$ cat config.mk
export PLATFORM = sky130hd
export DESIGN_NAME = pipeline_hazard_ctrl_flat
export DESIGN_NICKNAME = d
export VERILOG_FILES = /design/src/rtl/pipeline_hazard_ctrl_if.sv /design/src/rtl/pipeline_hazard_ctrl.sv /design/src/flat_wrapper.sv
export SDC_FILE = /design/constraint.sdc
export NUM_CORES = 1
export LEC_CHECK = 0
export CAP_MARGIN = 10
export CORE_MARGIN = 2
export CORE_UTILIZATION = 33
export DETAILED_ROUTE_END_ITERATION = 10
export PLACE_DENSITY = 0.91
export SLEW_MARGIN = 0
export SYNTH_ARGS = -nofsm -noshare
export SYNTH_HDL_FRONTEND = slang
export SYNTH_SLANG_ARGS = --single-unit
$ cat constraint.sdc
create_clock -name clk -period 2 [get_ports clk]
set_input_delay 0.4 -clock clk [delete_from_list [all_inputs] [get_ports clk]]
set_output_delay 0.4 -clock clk [all_outputs]
set_load 0.05 [all_outputs]
$ cat src/rtl/pipeline_hazard_ctrl_if.sv
// Hazard-controller bundle: pipeline-stage status (driven by the datapath)
// and stage enable/flush controls plus status (driven by the controller).
interface pipeline_hazard_ctrl_if #(
  parameter int STAT_W = 32
);
  logic [4:0]        id_rs;
  logic [4:0]        id_rt;
  logic              id_uses_rt;
  logic              id_jump;
  logic              ex_MemRead;
  logic [4:0]        ex_WriteAddr;
  logic              ex_branch_taken;
  logic              mem_MemRead;
  logic              mem_MemWrite;
  logic              mem_ready;

  logic              pc_en;
  logic              if_id_en;
  logic              if_id_flush;
  logic              id_ex_en;
  logic              id_ex_flush;
  logic              ex_mem_en;
  logic              mem_wb_bubble;
  logic [1:0]        ctrl_state;
  logic              timeout_err;
  logic [STAT_W-1:0] stall_cycles;
  logic [STAT_W-1:0] flush_count;

  modport master (
    output id_rs, id_rt, id_uses_rt, id_jump, ex_MemRead, ex_WriteAddr,
           ex_branch_taken, mem_MemRead, mem_MemWrite, mem_ready,
    input  pc_en, if_id_en, if_id_flush, id_ex_en, id_ex_flush, ex_mem_en,
           mem_wb_bubble, ctrl_state, timeout_err, stall_cycles, flush_count
  );

  modport slave (
    input  id_rs, id_rt, id_uses_rt, id_jump, ex_MemRead, ex_WriteAddr,
           ex_branch_taken, mem_MemRead, mem_MemWrite, mem_ready,
    output pc_en, if_id_en, if_id_flush, id_ex_en, id_ex_flush, ex_mem_en,
           mem_wb_bubble, ctrl_state, timeout_err, stall_cycles, flush_count
  );
endinterface

$ cat src/rtl/pipeline_hazard_ctrl.sv
// Stall/flush sequencer for the 5-stage MIPS pipeline: load-use stalls,
// branch/jump flushes, data-memory wait freeze and sticky timeout fault.
// Optional stall/flush statistics counters are built when HAZARD_STATS_EN
// is defined; otherwise the statistics outputs are tied to zero.
//
// state    | meaning
// RUN      | normal issue, all hazards evaluated
// LU_STALL | one-cycle load-use bubble, load-use not re-detected
// MEM_WAIT | pipeline frozen until data memory is ready
// ERROR    | memory timeout, pipeline frozen until reset
module pipeline_hazard_ctrl #(
  parameter int MEM_TIMEOUT = 16,
  parameter int STAT_W      = 32
) (
  input  logic                    clk,
  input  logic                    reset,
  pipeline_hazard_ctrl_if.slave   hz
);

  typedef enum logic [1:0] {
    RUN      = 2'd0,
    LU_STALL = 2'd1,
    MEM_WAIT = 2'd2,
    ERROR    = 2'd3
  } state_t;

  localparam int CW = $clog2(MEM_TIMEOUT + 1);
  localparam logic [CW-1:0] TO_CNT = CW'(MEM_TIMEOUT);

  state_t          state_q, state_d;
  logic [CW-1:0]   wait_cnt_q, wait_cnt_d;
  logic            timeout_err_q, timeout_err_d;

  logic mem_busy, load_use;
  logic pc_en, if_id_en, if_id_flush, id_ex_en, id_ex_flush, ex_mem_en, mem_wb_bubble;

  assign mem_busy = (hz.mem_MemRead | hz.mem_MemWrite) & ~hz.mem_ready;
  assign load_use = hz.ex_MemRead & (hz.ex_WriteAddr != 5'd0) &
                    ((hz.ex_WriteAddr == hz.id_rs) |
                     (hz.id_uses_rt & (hz.ex_WriteAddr == hz.id_rt)));

  // Next-state and combinational stage controls; reset forces everything idle.
  always_comb begin
    state_d       = state_q;
    wait_cnt_d    = wait_cnt_q;
    timeout_err_d = timeout_err_q;
    pc_en         = 1'b1;
    if_id_en      = 1'b1;
    if_id_flush   = 1'b0;
    id_ex_en      = 1'b1;
    id_ex_flush   = 1'b0;
    ex_mem_en     = 1'b1;
    mem_wb_bubble = 1'b0;
    unique case (state_q)
      RUN, LU_STALL: begin
        if (mem_busy) begin
          pc_en         = 1'b0;
          if_id_en      = 1'b0;
          id_ex_en      = 1'b0;
          ex_mem_en     = 1'b0;
          mem_wb_bubble = 1'b1;
          state_d       = MEM_WAIT;
          wait_cnt_d    = CW'(1);
        end else if (hz.ex_branch_taken) begin
          if_id_flush = 1'b1;
          id_ex_flush = 1'b1;
          state_d     = RUN;
        end else if ((state_q == RUN) && load_use) begin
          pc_en       = 1'b0;
          if_id_en    = 1'b0;
          id_ex_flush = 1'b1;
          state_d     = LU_STALL;
        end else begin
          if_id_flush = hz.id_jump;
          state_d     = RUN;
        end
      end
      MEM_WAIT: begin
        // Release in the ready cycle itself; no other hazard is evaluated here.
        if (hz.mem_ready) begin
          state_d    = RUN;
          wait_cnt_d = '0;
        end else begin
          pc_en         = 1'b0;
          if_id_en      = 1'b0;
          id_ex_en      = 1'b0;
          ex_mem_en     = 1'b0;
          mem_wb_bubble = 1'b1;
          if (wait_cnt_q == TO_CNT) begin
            state_d       = ERROR;
            timeout_err_d = 1'b1;
          end else begin
            wait_cnt_d = wait_cnt_q + 1'b1;
          end
        end
      end
      ERROR: begin
        pc_en         = 1'b0;
        if_id_en      = 1'b0;
        id_ex_en      = 1'b0;
        ex_mem_en     = 1'b0;
        mem_wb_bubble = 1'b1;
      end
    endcase
    if (reset) begin
      pc_en         = 1'b0;
      if_id_en      = 1'b0;
      if_id_flush   = 1'b0;
      id_ex_en      = 1'b0;
      id_ex_flush   = 1'b0;
      ex_mem_en     = 1'b0;
      mem_wb_bubble = 1'b0;
    end
  end

  // FSM state, wait counter and sticky timeout flag.
  always_ff @(posedge clk or posedge reset) begin
    if (reset) begin
      state_q       <= RUN;
      wait_cnt_q    <= '0;
      timeout_err_q <= 1'b0;
    end else begin
      state_q       <= state_d;
      wait_cnt_q    <= wait_cnt_d;
      timeout_err_q <= timeout_err_d;
    end
  end

  assign hz.pc_en         = pc_en;
  assign hz.if_id_en      = if_id_en;
  assign hz.if_id_flush   = if_id_flush;
  assign hz.id_ex_en      = id_ex_en;
  assign hz.id_ex_flush   = id_ex_flush;
  assign hz.ex_mem_en     = ex_mem_en;
  assign hz.mem_wb_bubble = mem_wb_bubble;
  assign hz.ctrl_state    = state_q;
  assign hz.timeout_err   = timeout_err_q;

`ifdef HAZARD_STATS_EN
  logic [STAT_W-1:0] stall_q, stall_d, flush_q, flush_d;

  // Saturating stall/flush counters; ERROR-state freeze is not a stall.
  always_comb begin
    stall_d = stall_q;
    flush_d = flush_q;
    if (!pc_en && (state_q != ERROR) && (stall_q != {STAT_W{1'b1}}))
      stall_d = stall_q + 1'b1;
    if (if_id_flush && (flush_q != {STAT_W{1'b1}}))
      flush_d = flush_q + 1'b1;
  end

  // Statistics registers.
  always_ff @(posedge clk or posedge reset) begin
    if (reset) begin
      stall_q <= '0;
      flush_q <= '0;
    end else begin
      stall_q <= stall_d;
      flush_q <= flush_d;
    end
  end

  assign hz.stall_cycles = stall_q;
  assign hz.flush_count  = flush_q;
`else
  assign hz.stall_cycles = {STAT_W{1'b0}};
  assign hz.flush_count  = {STAT_W{1'b0}};
`endif

endmodule

$ cat src/flat_wrapper.sv
// flat-port wrapper written by rule: the top's interface ports become plain ports
module pipeline_hazard_ctrl_flat 
#(
  parameter int MEM_TIMEOUT = 16,
  parameter int STAT_W      = 32
)
  (clk, reset, hz_id_rs, hz_id_rt, hz_id_uses_rt, hz_id_jump, hz_ex_MemRead, hz_ex_WriteAddr, hz_ex_branch_taken, hz_mem_MemRead, hz_mem_MemWrite, hz_mem_ready, hz_pc_en, hz_if_id_en, hz_if_id_flush, hz_id_ex_en, hz_id_ex_flush, hz_ex_mem_en, hz_mem_wb_bubble, hz_ctrl_state, hz_timeout_err, hz_stall_cycles, hz_flush_count);
  pipeline_hazard_ctrl_if #(.STAT_W(STAT_W)) hz_i ();
  input  logic clk;
  input  logic reset;
  input wire logic [$bits(hz_i.id_rs)-1:0] hz_id_rs;
  input wire logic [$bits(hz_i.id_rt)-1:0] hz_id_rt;
  input wire logic [$bits(hz_i.id_uses_rt)-1:0] hz_id_uses_rt;
  input wire logic [$bits(hz_i.id_jump)-1:0] hz_id_jump;
  input wire logic [$bits(hz_i.ex_MemRead)-1:0] hz_ex_MemRead;
  input wire logic [$bits(hz_i.ex_WriteAddr)-1:0] hz_ex_WriteAddr;
  input wire logic [$bits(hz_i.ex_branch_taken)-1:0] hz_ex_branch_taken;
  input wire logic [$bits(hz_i.mem_MemRead)-1:0] hz_mem_MemRead;
  input wire logic [$bits(hz_i.mem_MemWrite)-1:0] hz_mem_MemWrite;
  input wire logic [$bits(hz_i.mem_ready)-1:0] hz_mem_ready;
  output wire logic [$bits(hz_i.pc_en)-1:0] hz_pc_en;
  output wire logic [$bits(hz_i.if_id_en)-1:0] hz_if_id_en;
  output wire logic [$bits(hz_i.if_id_flush)-1:0] hz_if_id_flush;
  output wire logic [$bits(hz_i.id_ex_en)-1:0] hz_id_ex_en;
  output wire logic [$bits(hz_i.id_ex_flush)-1:0] hz_id_ex_flush;
  output wire logic [$bits(hz_i.ex_mem_en)-1:0] hz_ex_mem_en;
  output wire logic [$bits(hz_i.mem_wb_bubble)-1:0] hz_mem_wb_bubble;
  output wire logic [$bits(hz_i.ctrl_state)-1:0] hz_ctrl_state;
  output wire logic [$bits(hz_i.timeout_err)-1:0] hz_timeout_err;
  output wire logic [$bits(hz_i.stall_cycles)-1:0] hz_stall_cycles;
  output wire logic [$bits(hz_i.flush_count)-1:0] hz_flush_count;
  assign hz_i.id_rs = hz_id_rs;
  assign hz_i.id_rt = hz_id_rt;
  assign hz_i.id_uses_rt = hz_id_uses_rt;
  assign hz_i.id_jump = hz_id_jump;
  assign hz_i.ex_MemRead = hz_ex_MemRead;
  assign hz_i.ex_WriteAddr = hz_ex_WriteAddr;
  assign hz_i.ex_branch_taken = hz_ex_branch_taken;
  assign hz_i.mem_MemRead = hz_mem_MemRead;
  assign hz_i.mem_MemWrite = hz_mem_MemWrite;
  assign hz_i.mem_ready = hz_mem_ready;
  assign hz_pc_en = hz_i.pc_en;
  assign hz_if_id_en = hz_i.if_id_en;
  assign hz_if_id_flush = hz_i.if_id_flush;
  assign hz_id_ex_en = hz_i.id_ex_en;
  assign hz_id_ex_flush = hz_i.id_ex_flush;
  assign hz_ex_mem_en = hz_i.ex_mem_en;
  assign hz_mem_wb_bubble = hz_i.mem_wb_bubble;
  assign hz_ctrl_state = hz_i.ctrl_state;
  assign hz_timeout_err = hz_i.timeout_err;
  assign hz_stall_cycles = hz_i.stall_cycles;
  assign hz_flush_count = hz_i.flush_count;
  pipeline_hazard_ctrl #(.MEM_TIMEOUT(MEM_TIMEOUT), .STAT_W(STAT_W)) u_core (.clk(clk), .reset(reset), .hz(hz_i));
endmodule
# --- Word level (Yosys, flattened, before mapping) ---
# Index checks and enable logic that the tools add are counted.
word_totals:
  elab_cells: 61
  ff_bits: 8
  in_bits: 24
  out_inout_bits: 74
classes:
  bitwise_logic: 7
  eq_ne: 9
  n_reduce_logical: 8
  add_sub_neg: 1
  n_mux: 33
op_table:
  columns: ["cell", "count"]
  rows:
  - ["2-to-1 mux 1 bit", 21]
  - ["2-to-1 mux 5 bit", 3]
  - ["== test 5 bit", 2]
  - ["one-hot mux 5 bit (2 select lines)", 1]
  - ["one-hot mux 1 bit (3 select lines)", 3]
  - ["2-to-1 mux 2 bit", 4]
  - ["AND reduction 3 bit", 2]
  - ["adder 5 x 1 -> 5 bit, second input constant", 1]
  - ["== test 5 bit, second input constant", 1]
  - ["nonzero test 5 bit", 1]
  - ["bitwise AND 1 bit", 4]
  - ["== test 2 bit, second input constant", 2]
  - ["one-hot mux 2 bit (2 select lines)", 1]
  - ["inequality test 3 x 2 -> 1 bit, second input constant", 1]
  - ["inequality test 3 bit, second input constant", 1]
  - ["== test 2 x 1 -> 1 bit, second input constant", 1]
  - ["zero test 2 bit", 1]
  - ["inequality test 2 x 1 -> 1 bit, second input constant", 1]
  - ["OR 1 bit", 2]
  - ["AND reduction 2 bit", 1]
  - ["nonzero test 2 bit", 1]
  - ["OR reduction 2 bit", 1]
  - ["logical AND 1 bit", 1]
  - ["inverter 1 bit", 1]

# --- Depth between registers and ports, before layout ---
depth:
  ltp_word: 10
  depth_mapped: 6
  mapped_depth_nobuf: 6

# --- Worst setup path before layout ---
# OpenSTA, ideal clock, no wires.
synth_timing:
  path_type: "reg2out"
  from: "register u_core.state_q[1], in the netlist u_core.hz.ctrl_state[1]"
  to: "output port hz_pc_en"
  t_required_ns: 1.600
  slack_ns: -2.016
  t_arrival_ns: 3.616
  n_path_buf: 2
  path_stages_with_launch: 6
  cell_sequence: "dfrtp_1 clkbuf_1 nand3b_1 o21bai_1 a21boi_0 buf_4"
synth_between:
  elab_chain_cells: 7
  word_cells_on_any_way: 11
  cone_classes: "eq/ne (3); mux (5); reduce/logical (3)"
synth_lines:
  columns: ["element", "line_no", "source"]
  rows:
  - ["start, declared", "pipeline_hazard_ctrl.sv:30", "state_t state_q, state_d;"]
  - ["start signal, assigned", "pipeline_hazard_ctrl.sv:123", "state_q <= state_d;"]
  - ["zero test 2 bit", null, null]
  - ["logical AND 1 bit", "pipeline_hazard_ctrl.sv:68", "end else if ((state_q == RUN) && load_use) begin"]
  - ["2-to-1 mux 1 bit (3 in series)", null, null]
  - ["one-hot mux 1 bit (3 select lines) *", null, null]
  - ["2-to-1 mux 1 bit *", null, null]
  - ["end, declared", "flat_wrapper.sv:21", "output wire logic [$bits(hz_i.pc_en)-1:0] hz_pc_en;"]
# Mark *: on every way between the ends. The rest lies on a longest branch, timed or not.

# --- Worst setup path in the final report ---
layout_timing:
  from: "register u_core.state_q[1], in the netlist u_core.hz.ctrl_state[1]"
  to: "output port hz_id_ex_flush"
layout_between:
  elab_chain_cells: 7
  word_cells_on_any_way: 9
  cone_classes: "eq/ne (1); mux (5); reduce/logical (3)"
layout_lines:
  columns: ["element", "line_no", "source"]
  rows:
  - ["zero test 2 bit", "pipeline_hazard_ctrl.sv:54, pipeline_hazard_ctrl.sv:68", null]
  - ["logical AND 1 bit", "pipeline_hazard_ctrl.sv:68", null]
  - ["2-to-1 mux 1 bit", "pipeline_hazard_ctrl.sv:68", null]
  - ["2-to-1 mux 1 bit", "pipeline_hazard_ctrl.sv:64", "end else if (hz.ex_branch_taken) begin"]
  - ["2-to-1 mux 1 bit", "pipeline_hazard_ctrl.sv:56", "if (mem_busy) begin"]
  - ["2-to-1 mux 1 bit *", "pipeline_hazard_ctrl.sv:54", "unique case (state_q)"]
  - ["2-to-1 mux 1 bit *", "pipeline_hazard_ctrl.sv:105", "if (reset) begin"]
  - ["end, declared", "flat_wrapper.sv:25", "output wire logic [$bits(hz_i.id_ex_flush)-1:0] hz_id_ex_flush;"]
# Marks and branches as above.

==> results.cfg <==
[synth]
ys_types = 35
postSynthRegisterBits = 8
synthesis.yosys.warnings = 0
synth.cell_area_um2 = 1182
yosys_most_used_dff = sky130_fd_sc_hd__dfrtp_1
number_of_enable_flip_flop_cells_after_synthesis = 0
post_synthesis_area_per_instance_um2 = 8.043
synthesis.instances = 147
async_flop_share_pct = 100.0
synth-seq-area-share_pct = 16.93

[placement]
dp_slack_ns = -0.4379
number_of_input_and_output_port_buffers_inserted = 33
place.gp.congestion = 0.7761
placed_cells = 239
detailed_place_hpwl_um = 2163

[global_routing]
first_global_vias = 847
grt_pass1_wl_um = 3967
gr_util_all_layers_pct = 12.04
antenna_violations_before_repair = 0
maximum_number_of_pins_on_one_net_before_global_route_repair = 13
globalRoute.totalOverflow = 0

[routing]
wl_per_cell_um = 10.83
postRouteWirelength_um = 2664
drt_first_pass_iters = 5
num_vias = 976
drt-vias-per-instance = 3.967
drc = 0
drtAntennaViolNets = 0
first_iter_violations = 43

[worst_setup_path]
worst_reg_to_reg_setup_slack_ns = 0.22
timing.critical_path.from_type = register
arr_time_crit_path_ns = 1.72
path_max_fanout = 12
path_class = reg2out
endpoint_kind = output pin
critPathRequiredTime_ns = 1.60

[status]
status = finished with violations
violations_in_the_final_reports = setup timing

[power]
seq_power_share_pct = 22.0
pwr-share-comb_pct = 64.1
power_report.internal_total_uw = 411.9
power-per-cell-area_nw_per_um2 = 555.7
clock_power_share_pct = 13.9
vdd_drop_max_mv = 0.2226
switching_share_pct = 54.08
leakagePower_nw = 0.8055
net_switching_power_uw = 485.1

[clock_tree]
ctsHtreeMaxLevel = 1
worst_skew_pair.late_latency_ns = 0.24
cts.path.max_buffers = 2
tritoncts = yes
numClockSinks = 8
worst_setup_hold_path_clk_slew_ns = 0.05
post_cts_hold_buffer_count = 0
cts-buffers-inserted = 3
ctsRootBufferMaster = sky130_fd_sc_hd__clkbuf_4

[floorplan]
design.die.area_um2 = 4078
row_count = 21
initial_utilization_pct = 34.88
dieWidth_um = 63.86
design.core.area_um2 = 3390
design.portCount = 98
fp.dieH_um = 63.86

[cells_and_area]
antenna_cells_inserted = 0
fin_util_pct = 47.62
layout.area.seq_um2 = 202.7
num-nets-final = 227
areaGrowthSynthToFinish_pct = 36.51
n_fill_cell = 326
final_layout_size_suffix_gt1_share_pct = 24.50
layout_cells_excl_fill = 246
area_used_by_multi_input_combinational_logic_um2 = 769.5

[sta]
finalMaxSlewViolations = 0
max_freq_ghz = 0.4715
skew_ns = 0.006231
rsz0062_at_grt = true
report.final.hold_viol_count = 0
holdWs_ns = 0.3702
min_period_over_period_pct = 106.1
post_route_worst_setup_slack_ns = -0.1211
finalCriticalPeriod_ns = 2.121
setup_viol = 4

[worst_hold_path]
worstHoldPathType = in2async

[flow_run]
drv_cap = 0
-- cells by family after synthesis --
logic type / synth area share, %
adders and majority gates: 2.116
other: 0.3172
buffers and inverters: 44.23
and+or+nand+nor: 12.06
AOI/OAI and AO/OA: 16.08
DFF: 16.93
xor gates and xnor gates: 7.407
muxes: 0.8466
-- path summary, 6_finish.rpt --
kind	start	to	cells past startpoint
max	u_core.hz.ctrl_state[1]	hz_id_ex_flush	5
min	reset	u_core.hz.ctrl_state[0]	4
max reg2reg	u_core.wait_cnt_q[0]	u_core.wait_cnt_q[3]	6
min reg2reg	u_core.hz.timeout_err	u_core.hz.timeout_err	1
max in group asynchronous	reset	u_core.hz.ctrl_state[1]	4
min in group clk	u_core.hz.timeout_err	u_core.hz.timeout_err	1
-- metrics by stage --
stage	TNS, ns	instance area (um^2)	power, mW
final	-0.3538	1614	0.8970
after global routing	-0.5791	1614	0.9458
after CTS	-0.4161	1590	0.8953
after detailed placement	-2.199	1531	0.7612
after global placement	-1.923	1531	0.7504
after floorplan	-0.5813	1461	0.7082
-- cell usage in the layout, fill, tap and decap left out, types with 2 or more instances in the layout --
master	Yosys	routed
sky130_fd_sc_hd__a2111o_1	3	3
sky130_fd_sc_hd__a21oi_1	5	4
sky130_fd_sc_hd__buf_12	0	7
sky130_fd_sc_hd__buf_2	1	2
sky130_fd_sc_hd__buf_4	66	22
sky130_fd_sc_hd__buf_6	0	3
sky130_fd_sc_hd__clkbuf_4	0	3
sky130_fd_sc_hd__clkdlybuf4s50_1	0	6
sky130_fd_sc_hd__conb_1	1	64
sky130_fd_sc_hd__dfrtp_1	8	6
sky130_fd_sc_hd__dfrtp_2	0	2
sky130_fd_sc_hd__dlygate4sd2_1	0	12
sky130_fd_sc_hd__dlymetal6s2s_1	0	2
sky130_fd_sc_hd__ha_1	2	2
sky130_fd_sc_hd__inv_1	5	5
sky130_fd_sc_hd__nand2_1	6	6
sky130_fd_sc_hd__nand3_1	5	5
sky130_fd_sc_hd__nor2_1	3	2
sky130_fd_sc_hd__nor2b_1	2	2
sky130_fd_sc_hd__o21ai_0	5	5
sky130_fd_sc_hd__o21bai_1	4	3
sky130_fd_sc_hd__xnor2_1	10	10
-- what timing repair did --
| item | CTS | global route |
|---|---|---|
| setup endpoints to repair | 7 | 4 |
| gates cloned | 0 | 0 |
| buffers inserted | 2 | 1 |
| pin swaps | 20 | 6 |
| resized for setup | 34 | 6 |
-- cell type report --
type / instances / share of cell area, %
clock buffers: 4 / 1.628
inverters: 5 / 1.163
multi-input cells: 129 / 47.67
flip-flops and latches: 8 / 12.56
well taps: 46 / 3.566
repair buffers: 54 / 33.41
-- critical path, cell delays in order, from the launching register on --
cell and delay (ns):
sky130_fd_sc_hd__dfrtp_2 0.49, sky130_fd_sc_hd__nor2_2 0.18, sky130_fd_sc_hd__o211ai_4 0.11, sky130_fd_sc_hd__nor4_1 0.30
sky130_fd_sc_hd__a22o_1 0.24, sky130_fd_sc_hd__buf_12 0.15
-- per-layer routing --
layer	vias to the layer above	wire length (um)	track usage [%]	part of all wire (%)
met5	-	0	0	0
met4	0	36	3.804	1.4
met3	4	233	2.993	8.7
met2	58	1402	20.18	53
met1	444	991	15.06	37
li1	470	-	-	-
-- registers in the layout (all words and copies together) (netlist names) --
| register | count |
|---|---|
| u_core.wait_cnt_q | 5 |
| u_core.hz.ctrl_state | 2 |
| u_core.hz.timeout_err | 1 |
-- cell usage after synthesis, types with 2 or more instances --
library cell	count	area (um^2)
sky130_fd_sc_hd__a21oi_1	5	25.02
sky130_fd_sc_hd__inv_1	5	18.77
sky130_fd_sc_hd__a2111o_1	3	33.78
sky130_fd_sc_hd__nor2b_1	2	12.51
sky130_fd_sc_hd__nor3_1	2	10.01
sky130_fd_sc_hd__nand2_1	6	22.52
sky130_fd_sc_hd__buf_4	66	495.5
sky130_fd_sc_hd__o21ai_0	5	25.02
sky130_fd_sc_hd__nand3_1	5	25.02
sky130_fd_sc_hd__dfrtp_1	8	200.2
sky130_fd_sc_hd__ha_1	2	25.02
sky130_fd_sc_hd__xnor2_1	10	87.58
sky130_fd_sc_hd__o21bai_1	4	30.03
sky130_fd_sc_hd__nor2_1	3	11.26
-- power by group through the flow --
stage | logic [mW] | registers, mW | clock network [mW]
2_1_floorplan | 0.507 | 0.201 | 0
3_3_place_gp | 0.553 | 0.198 | 0
3_5_place_dp | 0.563 | 0.199 | 0
4_1_cts | 0.566 | 0.197 | 0.133
5_1_grt | 0.605 | 0.201 | 0.141
6_report | 0.575 | 0.197 | 0.125
Note: power is estimated with default switching activity, not from simulation.
